## src/rtl/pulse_window_counter.sv

```systemverilog
// Counts detector pulses over back-to-back programmable windows and hands each
// window's count downstream through a single-entry valid/ready result slot.
module pulse_window_counter #(
    parameter int CNT_W = 8,
    parameter int WIN_W = 16
) (
    input  logic             clk,
    input  logic             rst,
    input  logic             en,
    input  logic [WIN_W-1:0] win_len,
    input  logic             pulse_in,
    output logic [CNT_W-1:0] cnt_out,
    output logic             cnt_sat,
    output logic             cnt_valid,
    input  logic             cnt_ready,
    output logic             drop,
    output logic             busy,
    output logic             dbg_state
);

    typedef enum logic {
        IDLE  = 1'b0,
        COUNT = 1'b1
    } state_t;

    localparam logic [CNT_W-1:0] ACC_MAX = '1;
    localparam logic [CNT_W-1:0] ACC_ONE = 1;
    localparam logic [WIN_W-1:0] WIN_ONE = 1;

    state_t           state_q, state_d;
    logic [WIN_W-1:0] rem_q, rem_d;
    logic [CNT_W-1:0] acc_q, acc_d;
    logic             sat_acc_q, sat_acc_d;
    logic [CNT_W-1:0] cnt_out_q, cnt_out_d;
    logic             cnt_sat_q, cnt_sat_d;
    logic             cnt_valid_q, cnt_valid_d;
    logic             drop_q, drop_d;

    logic [WIN_W-1:0] win_last;
    logic [CNT_W-1:0] acc_step;
    logic             sat_step;
    logic             win_end;
    logic             accept;
    logic             slot_free;

    // rem holds cycles left after the current one, so a zero length is a one-cycle window.
    assign win_last = (win_len == '0) ? '0 : (win_len - WIN_ONE);

    always_comb begin
        acc_step = acc_q;
        sat_step = sat_acc_q;
        if (pulse_in) begin
            if (acc_q == ACC_MAX) begin
                sat_step = 1'b1;
            end else begin
                acc_step = acc_q + ACC_ONE;
            end
        end
    end

    // Handshake: a result transfers on any cycle where cnt_valid && cnt_ready.
    // While cnt_valid is high, cnt_out/cnt_sat never change unless that same
    // cycle transfers and a new window ends, in which case the new result
    // loads and cnt_valid stays high with no gap.
    assign win_end   = (state_q == COUNT) && (rem_q == '0);
    assign accept    = cnt_valid_q && cnt_ready;
    assign slot_free = !cnt_valid_q || accept;

    always_comb begin
        state_d   = state_q;
        rem_d     = rem_q;
        acc_d     = acc_q;
        sat_acc_d = sat_acc_q;
        case (state_q)
            IDLE: begin
                if (en) begin
                    state_d   = COUNT;
                    rem_d     = win_last;
                    acc_d     = '0;
                    sat_acc_d = 1'b0;
                end
            end
            COUNT: begin
                if (rem_q == '0) begin
                    acc_d     = '0;
                    sat_acc_d = 1'b0;
                    if (en) begin
                        rem_d = win_last;
                    end else begin
                        state_d = IDLE;
                    end
                end else begin
                    rem_d     = rem_q - WIN_ONE;
                    acc_d     = acc_step;
                    sat_acc_d = sat_step;
                end
            end
            default: begin
                state_d = IDLE;
            end
        endcase
    end

    always_comb begin
        cnt_out_d   = cnt_out_q;
        cnt_sat_d   = cnt_sat_q;
        cnt_valid_d = cnt_valid_q;
        drop_d      = 1'b0;
        if (win_end) begin
            if (slot_free) begin
                cnt_out_d   = acc_step;
                cnt_sat_d   = sat_step;
                cnt_valid_d = 1'b1;
            end else begin
                drop_d = 1'b1;
            end
        end else if (accept) begin
            cnt_valid_d = 1'b0;
        end
    end

    always_ff @(posedge clk or posedge rst) begin
        if (rst) begin
            state_q     <= IDLE;
            rem_q       <= '0;
            acc_q       <= '0;
            sat_acc_q   <= 1'b0;
            cnt_out_q   <= '0;
            cnt_sat_q   <= 1'b0;
            cnt_valid_q <= 1'b0;
            drop_q      <= 1'b0;
        end else begin
            state_q     <= state_d;
            rem_q       <= rem_d;
            acc_q       <= acc_d;
            sat_acc_q   <= sat_acc_d;
            cnt_out_q   <= cnt_out_d;
            cnt_sat_q   <= cnt_sat_d;
            cnt_valid_q <= cnt_valid_d;
            drop_q      <= drop_d;
        end
    end

    assign cnt_out   = cnt_out_q;
    assign cnt_sat   = cnt_sat_q;
    assign cnt_valid = cnt_valid_q;
    assign drop      = drop_q;
    assign busy      = (state_q == COUNT);
    assign dbg_state = state_q;

endmodule
```

## config.mk

```make
export PLATFORM = sky130hd
export DESIGN_NAME = pulse_window_counter
export DESIGN_NICKNAME = d
export VERILOG_FILES = /design/src/rtl/pulse_window_counter.sv
export SDC_FILE = /design/constraint.sdc
export NUM_CORES = 1
export LEC_CHECK = 0
export BUFFER_PORTS_ARGS = -buffer_cell sky130_fd_sc_hd__buf_2
export CAP_MARGIN = 30
export CORE_AREA = 2 2 71 73
export DETAILED_ROUTE_END_ITERATION = 12
export DIE_AREA = 0 0 73 75
export PLACE_DENSITY = 0.81
export SETUP_SLACK_MARGIN = 0.5
export SLEW_MARGIN = 20
export SYNTH_ARGS = -nofsm -noshare
export SYNTH_HDL_FRONTEND = slang
export SYNTH_SLANG_ARGS = --single-unit
export TNS_END_PERCENT = 100
```

## constraint.sdc

```tcl
create_clock -name clk -period 2.4 [get_ports clk]
set_clock_uncertainty 0.1 [all_clocks]
set_input_delay 0.12 -clock clk [delete_from_list [all_inputs] [get_ports clk]]
set_output_delay 0.12 -clock clk [all_outputs]
set_load 0.05 [all_outputs]
```

Yosys cells after proc, flatten, opt, wreduce, memory -nomap -nowiden

Index checks and enable logic that the tools add are counted.

$add $sub $neg: 3
Equality and inequality tests: 3
Multiplexer cells: 22
Bitwise gates (word level): 1
Reductions and logical operators: 9

Operator list:

| operator                                              | number |
|---|---|
| two-way mux 16 bit                                    | 3 |
| zero test 16 bit                                      | 2 |
| two-way mux 8 bit                                     | 4 |
| one-hot mux 16 bit (2 select lines)                   | 1 |
| subtractor 16 x 1 -> 16 bit, second input constant    | 2 |
| one-hot mux 8 bit (2 select lines)                    | 1 |
| two-way mux 1 bit                                     | 11 |
| adder 8 x 1 -> 8 bit, second input constant           | 1 |
| == test 8 bit, second input constant                  | 1 |
| one-hot mux 1 bit (2 select lines)                    | 2 |
| AND reduction 2 bit                                   | 2 |
| logical AND 1 bit                                     | 2 |
| inequality test 2 x 1 -> 1 bit, second input constant | 1 |
| inequality test 2 bit, second input constant          | 1 |
| nonzero test 2 bit                                    | 1 |
| zero test 1 bit                                       | 1 |
| logical OR 1 bit                                      | 1 |
| NOT 1 bit                                             | 1 |

Register bits: 37
Bits of input ports: 21
Output and inout port bits: 13
Word-level logic and storage cells: 46

Depth between registers and ports, before layout

Depth after elaboration: 5
Depth in mapped cells: 9
Gate-level depth less buffers: 7

Worst setup path before layout

No wires, ideal clock.

Path kind: flip-flop to flip-flop
Start: register state_q (netlist: busy)
End: register cnt_out_q[0] (netlist: cnt_out[0])
Setup time: 0.125 ns
Arrival time: 2.327 ns
Data required time: 2.175 ns
Slack: -0.152 ns
Stages on the path, launching flop included: 8
Buffers on the path: 2
Clock period less this slack: 2.552 ns
Cell sequence: dfrtp_1 clkbuf_1 or3b_2 nor2_1 nand3_1 nor2b_1 buf_2 mux2_2

Cells in the longest elaborated chain, start to end: 2

RTL lines:

| element                       | line | source |
|---|---|---|
| from (decl)                   | 30   | `state_t state_q, state_d;` |
| from (signal assigned)        | 133  | `state_q <= state_d;` |
| logical AND 1 bit             | 65   | `assign win_end = (state_q == COUNT) && (rem_q == '0);` |
| AND reduction 2 bit (no line) | -    |  |
| to (signal assigned)          | 137  | `cnt_out_q <= cnt_out_d;` |
| to (decl)                     | 34   | `logic [CNT_W-1:0] cnt_out_q, cnt_out_d;` |

No other way between the ends.
A chain may end at the register's enable or synchronous reset.

Worst setup path in the final report

Start: register rem_q[0]
End: register rem_q[11]

Cells in the longest elaborated chain, start to end: 3
Elaborated cells on any way between the ends: 4
Classes of those cells: add/sub: 1; mux: 2; reduce/logical: 1

RTL lines:

| element                                                         | line   | source |
|---|---|---|
| from (decl)                                                     | 31     | `logic [WIN_W-1:0] rem_q, rem_d;` |
| from (signal assigned)                                          | 134    | `rem_q <= rem_d;` |
| subtractor 16 x 1 -> 16 bit or zero test 16 bit (tied branches) | 93, 84 |  |
| two-way mux 16 bit (*)                                          | 84     | `if (rem_q == '0) begin` |
| one-hot mux 16 bit (2 select lines) (*)                         | 74     | `case (state_q)` |
| named net rem_d[11]                                             | 31     |  |

Mark *: on every way through the listed nets, which the timed path passes. The rest lies on a longest branch.

==> impl_results.md <==
* Run status: finished, final reports clean
* CP max FO at 4
* Post-Syn Area at 2337 um^2
* CTS tree: yes
* TritonCTS Buffers at 5
* EDFF count, synth at 0
* Critical Path RT at 2480 ps
* Slowest cell on crit path: or4b_4
* Share of the yosys chip area belonging to registers at 0.3961
* H-tree depth at 2
* Placer Congestion at 0.8794
* Number of hold-slack violations in the final timing report at 0
* RSZ-0062 raised after global routing: yes
* Relative slew slack at 0.6157
* Area growth from synthesis to layout at 40.36%
* Initial core utilization at 0.5015
* Vias per cell at 6.360
* DP Area at 2703 um^2
* Syn avg cell area at 9.024 um^2
* 1st-iter DRT viols at 235
* Critical Path AT at 2260 ps
* Die Area at 5475 um^2
* Minimum clock period at 2180 ps
* Antenna viol nets, final at 0
* GR Overflow Total at 0
* Clock sinks at 37
* Pre-Repair DR Iteration Count at 5
* Period utilization at 0.9083
* IO Pins at 34
* Clock transition at path regs at 80 ps
* Core ar. at 4661 um^2
* Worst-margin pin slew at 575.9 ps
* Later-pin clock latency in the skew report at 300 ps
* Top_reg_cell synth: dfrtp_1
* CP max stage delay at 480 ps
* First-pass GRT wire length at 10.70 mm
* Nets at 354
* Final cell count without fillers at 383
* Placed Cells at 346
* Final setup TNS at 0 ps
* Post-synthesis register bit count at 37
* Syn Nets at 284
* Pwr Density at 661.7 nW/um^2
* Routed wire length at 6.915 mm
* Fin area at 3281 um^2
* Startpoint Class: flop
* Leakage at 0.001394 uW
* Largest net degree at the start of global routing at 15
* CTS Buffer Depth at 2
* Die Ht at 75 um
* Share of layout cells above drive strength 1 at 0.4134
* Diode count at 0
* Crit end category: flop
* Vias in the first global route at 2287
* Initial antenna violation count at 0
* Crit-path cells: inv_2 -> ha_4 -> or4b_4 -> or4_4 -> and4b_1 -> o21ai_1 -> o21ai_1
* Number of port buffers at 33
* Synth async-reset ratio at 1.000
* Rows at 25
* Fmax at 0.4588 GHz
* Synth Instances at 259
* HP Class: input pin to flop
* GR Util All Layers at 0.2566
* Max-cap check violation count at 0
* HPWL after DPL at 4.275 mm
* Final Max Slew Viols at 0
* Most frequent cells in the layout: dfrtp_1 (34), buf_2 (33), buf_4 (30)
* Residual DRC at 0
* # fillers at 322
* Crit-path most repeated cell: o21ai_1
* Wire per inst at 18.05 um
* Yosys warnings at 0
* Layout Utilization at 0.7039
* Die width at 73 um
* Commonest non-fill, non-tap cell in the layout: dfrtp_1
* DR vias at 2436
* Setup CP Type: flop to flop
* Maximum vdd drop at 0.0002957 V
* Final setup vio count at 0
* Root Buffer: clkbuf_8
* Post-synth cell types at 58
cell type report:
cell class	count	area [um^2]	share of cell area
Clock buffer	5	68.82	0.02098
Clock inverter	2	35.03	0.01068
Inverter	12	45.04	0.01373
Multi-Input combinational cell	201	1644	0.5011
Sequential cell	37	929.6	0.2834
Tap cell	54	67.56	0.02059
Timing Repair Buffer	72	490.5	0.1495
worst max-delay path, delay by kind of cell, from the launching register on:
| kind | cells | cell delay (ps) |
|---|---|---|
| fa+ha+maj | 1 | 130 |
| flops | 1 | 400 |
| compound gates | 2 | 180 |
| buf+inv | 1 | 80 |
| simple gates | 3 | 1160 |
per-stage QoR:
stage	power [uW]	setup WS, ps	hold slack [ps]
after floorplan	1298	243.4	199.6
after global placement	1431	190.3	94.32
after detailed placement	1451	127.9	96.80
after CTS	2071	211.8	21.73
after global routing	2265	132.3	49.41
final	2171	220.2	17.82
final timing paths:
path	start	endpoint	slack (ps)	cells past startpoint
hold reg to reg	cnt_out[4]$_DFFE_PP0P_	cnt_out[4]$_DFFE_PP0P_	410	1
hold / removal	cnt_ready	drop$_DFF_PP0_	20	3
setup reg to reg	rem_q[0]$_DFF_PP0_	rem_q[11]$_DFF_PP0_	220	7
setup / recovery	rem_q[0]$_DFF_PP0_	rem_q[11]$_DFF_PP0_	220	7
max in group asynchronous	rst	cnt_out[5]$_DFFE_PP0P_	1270	4
min in group asynchronous	rst	rem_q[4]$_DFF_PP0_	320	3
flip-flops by register name, indices dropped and copies added (netlist names):
| name | flops |
|---|---|
| acc_q | 8 |
| busy | 1 |
| cnt_out | 8 |
| cnt_sat | 1 |
| cnt_valid | 1 |
| drop | 1 |
| rem_q | 16 |
| sat_acc_q | 1 |
metal layers:
layer  wire (um)  part of all wire  vias up  global-route usage
met3         525             0.076       20             0.06158
met1        2833              0.41     1156              0.3050
met2        3386              0.49      137              0.4404
met4         170             0.025        0              0.1173
li1            -                 -     1123                   -
met5           0                 0        -                   0
timing repair:
item	in CTS	in global routing
resized for setup	35	28
endpoints found under the setup margin	33	34
endpoints found under the hold margin	12	0
gates cloned	3	0
setup buffers	19	7
pin swaps	12	12
hold buffers	1	0
power by group:
part | switching [uW] | total [uW] | internal (uW)
logic | 349 | 709 | 360
clock network | 228 | 530 | 302
registers | 194 | 931 | 737
cell usage after synthesis (3+ instances only):
| master | n | share of area |
|---|---|---|
| a21o_1 | 5 | 0.016 |
| a21oi_1 | 8 | 0.017 |
| buf_2 | 3 | 0.0064 |
| clkbuf_1 | 7 | 0.011 |
| dfrtp_1 | 37 | 0.40 |
| ha_1 | 4 | 0.021 |
| inv_1 | 12 | 0.019 |
| mux2_1 | 4 | 0.019 |
| mux2_2 | 4 | 0.019 |
| nand2_1 | 16 | 0.026 |
| nand3_1 | 11 | 0.024 |
| nand4_1 | 3 | 0.0080 |
| nor2_1 | 24 | 0.039 |
| nor3_1 | 9 | 0.019 |
| nor4_1 | 9 | 0.024 |
| o211ai_1 | 4 | 0.013 |
| o21ai_0 | 14 | 0.030 |
| o21ai_1 | 3 | 0.0064 |
| o22ai_1 | 6 | 0.016 |
| or3_1 | 5 | 0.013 |
| or4_1 | 8 | 0.026 |
| xnor2_1 | 8 | 0.030 |
| xor2_1 | 6 | 0.022 |
cells by family (layout without fill, tap and decap cells):
group / after synthesis / after routing / share of synthesized area
XOR/XNOR: 14 / 14 / 0.05246
AND/OR/NAND/NOR: 103 / 104 / 0.2382
buffers and inverters: 23 / 91 / 0.04015
flip-flops: 37 / 37 / 0.3961
adder cells (fa/ha/maj): 4 / 4 / 0.02141
AO/OA/AOI/OAI: 68 / 69 / 0.2045
multiplexers: 10 / 10 / 0.04711
Power figures use the tool's default switching activity.
